## src/rtl/uart_tx_drain_if.sv

```systemverilog
// rtl/uart_tx_drain_if.sv - byte-queue pop interface between the TX queue and the UART drain
//
// Signals:
//   fifo_data   head byte of the queue, valid whenever fifo_empty==0
//   fifo_empty  queue empty flag (registered inside the queue)
//   fifo_rd     one-cycle pop strobe from the drain
// Modports:
//   master  queue side (drives data/empty, receives the pop)
//   slave   drain side (receives data/empty, drives the pop)
interface uart_tx_drain_if;
    logic [7:0] fifo_data;
    logic       fifo_empty;
    logic       fifo_rd;

    modport master (
        output fifo_data,
        output fifo_empty,
        input  fifo_rd
    );

    modport slave (
        input  fifo_data,
        input  fifo_empty,
        output fifo_rd
    );
endinterface

```

## src/rtl/uart_tx_drain.sv

```systemverilog
// rtl/uart_tx_drain.sv - pops bytes from the TX queue and serialises them as 8N1/8N2 UART frames
//
// Parameters:
//   CLK_PER_BIT  clk cycles per serial bit (>= 4)
//   STOP_BITS    number of stop bits (1 or 2)
// Ports:
//   clk    clock
//   rst    synchronous active-high reset
//   fifo   queue pop interface (slave side): fifo_data, fifo_empty in; fifo_rd out
//   txd    registered serial line, idle high
//   busy   registered, high while a frame is in progress
module uart_tx_drain #(
    parameter int CLK_PER_BIT = 868,
    parameter int STOP_BITS   = 1
) (
    input  logic                 clk,
    input  logic                 rst,
    uart_tx_drain_if.slave       fifo,
    output logic                 txd,
    output logic                 busy
);
    localparam int BW = $clog2(CLK_PER_BIT);
    localparam logic [BW-1:0] BAUD_LAST = BW'(CLK_PER_BIT - 1);
    localparam logic [2:0]    STOP_LAST = 3'(STOP_BITS - 1);

    typedef enum logic [1:0] {
        IDLE  = 2'd0,
        START = 2'd1,
        DATA  = 2'd2,
        STOP  = 2'd3
    } state_t;

    state_t        state;
    logic [BW-1:0] baud_cnt;
    logic [2:0]    bit_cnt;
    logic [7:0]    shift_reg;

    // Pop decision is combinational so the frame starts the cycle after the
    // pop; the queue's flag is only looked at while idle.
    assign fifo.fifo_rd = !rst && (state == IDLE) && !fifo.fifo_empty;

    always_ff @(posedge clk) begin
        if (rst) begin
            state     <= IDLE;
            baud_cnt  <= '0;
            bit_cnt   <= '0;
            shift_reg <= '0;
            txd       <= 1'b1;
            busy      <= 1'b0;
        end else begin
            case (state)
                IDLE: begin
                    txd      <= 1'b1;
                    baud_cnt <= '0;
                    bit_cnt  <= '0;
                    if (fifo.fifo_rd) begin
                        shift_reg <= fifo.fifo_data;
                        state     <= START;
                        txd       <= 1'b0;
                        busy      <= 1'b1;
                    end
                end

                START: begin
                    if (baud_cnt == BAUD_LAST) begin
                        baud_cnt <= '0;
                        bit_cnt  <= '0;
                        state    <= DATA;
                        txd      <= shift_reg[0];
                    end else begin
                        baud_cnt <= baud_cnt + 1'b1;
                    end
                end

                DATA: begin
                    if (baud_cnt == BAUD_LAST) begin
                        baud_cnt <= '0;
                        if (bit_cnt == 3'd7) begin
                            bit_cnt <= '0;
                            state   <= STOP;
                            txd     <= 1'b1;
                        end else begin
                            // Next bit is shift_reg[1] before the shift lands.
                            bit_cnt   <= bit_cnt + 1'b1;
                            shift_reg <= {1'b0, shift_reg[7:1]};
                            txd       <= shift_reg[1];
                        end
                    end else begin
                        baud_cnt <= baud_cnt + 1'b1;
                    end
                end

                STOP: begin
                    txd <= 1'b1;
                    if (baud_cnt == BAUD_LAST) begin
                        baud_cnt <= '0;
                        // bit_cnt is reused to count stop bits.
                        if (bit_cnt == STOP_LAST) begin
                            bit_cnt <= '0;
                            state   <= IDLE;
                            busy    <= 1'b0;
                        end else begin
                            bit_cnt <= bit_cnt + 1'b1;
                        end
                    end else begin
                        baud_cnt <= baud_cnt + 1'b1;
                    end
                end

                default: begin
                    state <= IDLE;
                    txd   <= 1'b1;
                    busy  <= 1'b0;
                end
            endcase
        end
    end
endmodule

```

## src/flat_wrapper.sv

```systemverilog
// flat-port wrapper written by rule: the top's interface ports become plain ports
module uart_tx_drain_flat 
#(
    parameter int CLK_PER_BIT = 868,
    parameter int STOP_BITS   = 1
)
  (clk, rst, txd, busy, fifo_fifo_data, fifo_fifo_empty, fifo_fifo_rd);
  uart_tx_drain_if fifo_i ();
  input  logic clk;
  input  logic rst;
  output logic txd;
  output logic busy;
  input wire logic [$bits(fifo_i.fifo_data)-1:0] fifo_fifo_data;
  input wire logic [$bits(fifo_i.fifo_empty)-1:0] fifo_fifo_empty;
  output wire logic [$bits(fifo_i.fifo_rd)-1:0] fifo_fifo_rd;
  assign fifo_i.fifo_data = fifo_fifo_data;
  assign fifo_i.fifo_empty = fifo_fifo_empty;
  assign fifo_fifo_rd = fifo_i.fifo_rd;
  uart_tx_drain #(.CLK_PER_BIT(CLK_PER_BIT), .STOP_BITS(STOP_BITS)) u_core (.clk(clk), .rst(rst), .fifo(fifo_i), .txd(txd), .busy(busy));
endmodule
```

## config.mk

```make
export PLATFORM = sky130hd
export DESIGN_NAME = uart_tx_drain_flat
export DESIGN_NICKNAME = d
export VERILOG_FILES = /design/src/rtl/uart_tx_drain_if.sv /design/src/rtl/uart_tx_drain.sv /design/src/flat_wrapper.sv
export SDC_FILE = /design/constraint.sdc
export NUM_CORES = 1
export LEC_CHECK = 0
export ABC_AREA = 1
export CORE_MARGIN = 10
export CORE_UTILIZATION = 55
export DETAILED_ROUTE_END_ITERATION = 10
export GPL_TIMING_DRIVEN = 1
export PLACE_DENSITY_LB_ADDON = 0.05
export SYNTH_ARGS = -nofsm -noshare
export SYNTH_HDL_FRONTEND = slang
export SYNTH_SLANG_ARGS = --single-unit
```

## constraint.sdc

```tcl
create_clock -name clk -period 1.89 [get_ports clk]
set_input_delay 0.4725 -clock clk [delete_from_list [all_inputs] [get_ports clk]]
set_output_delay 0.4725 -clock clk [all_outputs]
set_load 0.005 [all_outputs]
```

==> reports/metrics.yaml <==
status: "finished clean"
drt_iter0_drc: 40
rrSetupSlack_ns: 0.29
grt_max_degree: 17
critPathCaptureType: "output port"
wl_mm: 2.82
die_x_um: 70.9
drive_gt1_share_pct: 14.7
drcViolationCount: 0
core_area_mm2: 0.00248
wire_per_inst_um: 11.7
synth_area_mm2: 0.00143
grt_pass1_wl_mm: 4.97
portBuffers: 13
syn_nets: 211
setup_viol: 0
power_density_mw_per_mm2: 1120
post_cts_buffers: 0
yosysWarnings: 0
syn_to_final_growth_pct: 15.0
grt_pass1_vias: 1166
max-vdd-ir-drop_mv: 0.880
cts_tree: "yes"
fin_nets: 232
worst_slew_pin_slew_ns: 0.355
cts_max_path_buffers: 2
fmax_ghz: 0.564
cp-start-kind: "flop"
period_needed_ns: 1.77
synth_top_family_by_area: "simple AND/OR/NAND/NOR gates"
cts.repair.resized: 6
fin_setup_tns_ns: 0
setup_ws_ns: 0.116
finClkSkew_ns: 0.00285
synthXorXnorAreaFrac_pct: 1.23
vias_per_cell: 5.14
die_area_mm2: 0.00503
final.period_utilization_pct: 93.9
hold_violations: 0
worst_ep_arrival_time_ns: 1.30
syn_avg_cell_area_um2: 7.47
synthCells: 191
die_h_um: 70.9
yosysUniqueCellTypes: 29
dp_hpwl_mm: 2.22
dp_slack_ns: -0.346
clk_latency_ns: 0.30
grt_usage_pct: 11.3
worst-path-max-fanout: 3
num_rows: 18
hold-path-cell-count: 1
cts_buffers: 3
htreeDepth: 1
hold_path.class: "reg2reg"
r2r-end: "u_core.shift_reg[1]"
firstDrtPassIters: 4
post-route-util_pct: 66.3
antennaDiodeCount: 0
io_pins: 14
required_ns: 1.42
synthSimpleGateAreaFrac_pct: 33.7
largest_register_ffs: 10
synth_mux_area_share_pct: 4.21
path_clk_slew_ns: 0.13
drtAntennaViolNets: 0
cts-root-buf: "clkbuf_4"
cts.hold.buffers_added: 0
slew_headroom_pct: 76.3
start_util_pct: 57.6
reg2reg_from: "u_core.bit_cnt[0]"
ys_ff_latch: 25
yosysSeqAreaShare_pct: 35.1
antenna_found_initial: 0
max_cap_viol_count: 0
rsz0062_at_grt: "false"
hp-start: "u_core.baud_cnt[0]"
finalMaxSlewViolations: 0
cts_sinks: 25
grt-ovfl-total: 0
dr_total_vias: 1239
crit_type: "reg2out"
gp_congestion: 0.842
rr_worst_depth: 9
synth-compound-area-share_pct: 9.82
min_to: "u_core.baud_cnt[0]"
p_leak_nw: 0.689
synth_adder_area_share_pct: 7.89
report_power, final:
| part | internal, mW | switching (mW) |
|---|---|---|
| logic | 0.403 | 0.512 |
| registers | 0.632 | 0.0663 |
| clock network | 0.0822 | 0.149 |
cell type report:
cell class	instances	area, um^2
fill	226	836
multi-input combinational	141	817
sequential	25	500
timing repair buffer	21	185
inverter	20	75.1
tap	30	37.5
clock buffer	4	26.3
cell usage after synthesis:
| cell | n | area, um^2 |
|---|---|---|
| nand2_2 | 3 | 18.8 |
| mux2i_1 | 6 | 60.1 |
| a21boi_0 | 1 | 7.51 |
| xor2_1 | 1 | 8.76 |
| nand3_4 | 1 | 17.5 |
| a21o_1 | 1 | 7.51 |
| buf_6 | 1 | 11.3 |
| nor3b_1 | 1 | 7.51 |
| nor2_4 | 2 | 22.5 |
| nand3_1 | 20 | 100 |
| o31a_1 | 1 | 8.76 |
| buf_8 | 1 | 15.0 |
| a21oi_1 | 9 | 45.0 |
| nand3b_1 | 2 | 15.0 |
| dfxtp_1 | 25 | 500 |
| nor3_1 | 2 | 10.0 |
| nand4_1 | 2 | 12.5 |
| or2_2 | 1 | 6.26 |
| nand2_1 | 38 | 143 |
| o21ai_0 | 2 | 10.0 |
| nand2_4 | 1 | 11.3 |
| nor2_1 | 28 | 105 |
| inv_1 | 20 | 75.1 |
| a21oi_2 | 7 | 61.3 |
| nor2_2 | 2 | 12.5 |
| clkbuf_1 | 1 | 3.75 |
| xnor2_1 | 1 | 8.76 |
| buf_2 | 2 | 10.0 |
| ha_1 | 9 | 113 |
how the worst max path moves through the flow:
stage	start	cells after the start	slack, ns	end
after floorplan	u_core.bit_cnt[0]	9	0.40	u_core.shift_reg[4]
after global placement	rst	3	-0.32	fifo_fifo_rd
after detailed placement	rst	3	-0.35	fifo_fifo_rd
after CTS	u_core.state[1]	5	0.09	fifo_fifo_rd
after global routing	u_core.state[1]	5	0.02	fifo_fifo_rd
final	u_core.state[1]	5	0.12	fifo_fifo_rd
logic make-up after synthesis:
kind of cell             Yosys count
AO/OA/AOI/OAI                     21
XOR/XNOR                           2
adder cells (fa/ha/maj)            9
buffers and inverters             25
flip-flops                        25
multiplexers                       6
AND/OR/NAND/NOR                  103
through the flow:
step | hold WS [ns] | total power, mW | instance area (um^2) | std cells
after floorplan | 0.418 | 1.40 | 1430 | 191
after global placement | 0.435 | 1.59 | 1620 | 237
after detailed placement | 0.445 | 1.63 | 1620 | 237
after CTS | 0.468 | 1.87 | 1640 | 241
after global routing | 0.491 | 2.00 | 1640 | 241
final | 0.463 | 1.84 | 1640 | 241
metal layers:
metal	wire (um)	share of wire, %	up-vias	GRT usage, %
met2	1410	50	11	20.1
met3	70	2.5	4	2.51
li1	-	-	653	-
met5	0	0	-	0
met4	48	1.7	0	4.09
met1	1290	46	571	12.9
cell usage in the layout, fill, tap and decap left out, types with 7 or more instances in the layout:
cell type and instances:
inv_1 19, ha_1 9, dfxtp_1 25, a21oi_2 7
nand2_1 38, buf_4 8, nand3_1 20, nor2_1 28
a21oi_1 9, clkdlybuf4s50_1 12
critical path, cell delays in order, from the launching register on:
cell and delay [ns]:
dfxtp_1 0.33, inv_1 0.10, ha_1 0.17, inv_1 0.07, nor3_2 0.19, buf_2 0.14
No activity file was read; power rests on OpenSTA's default activity.
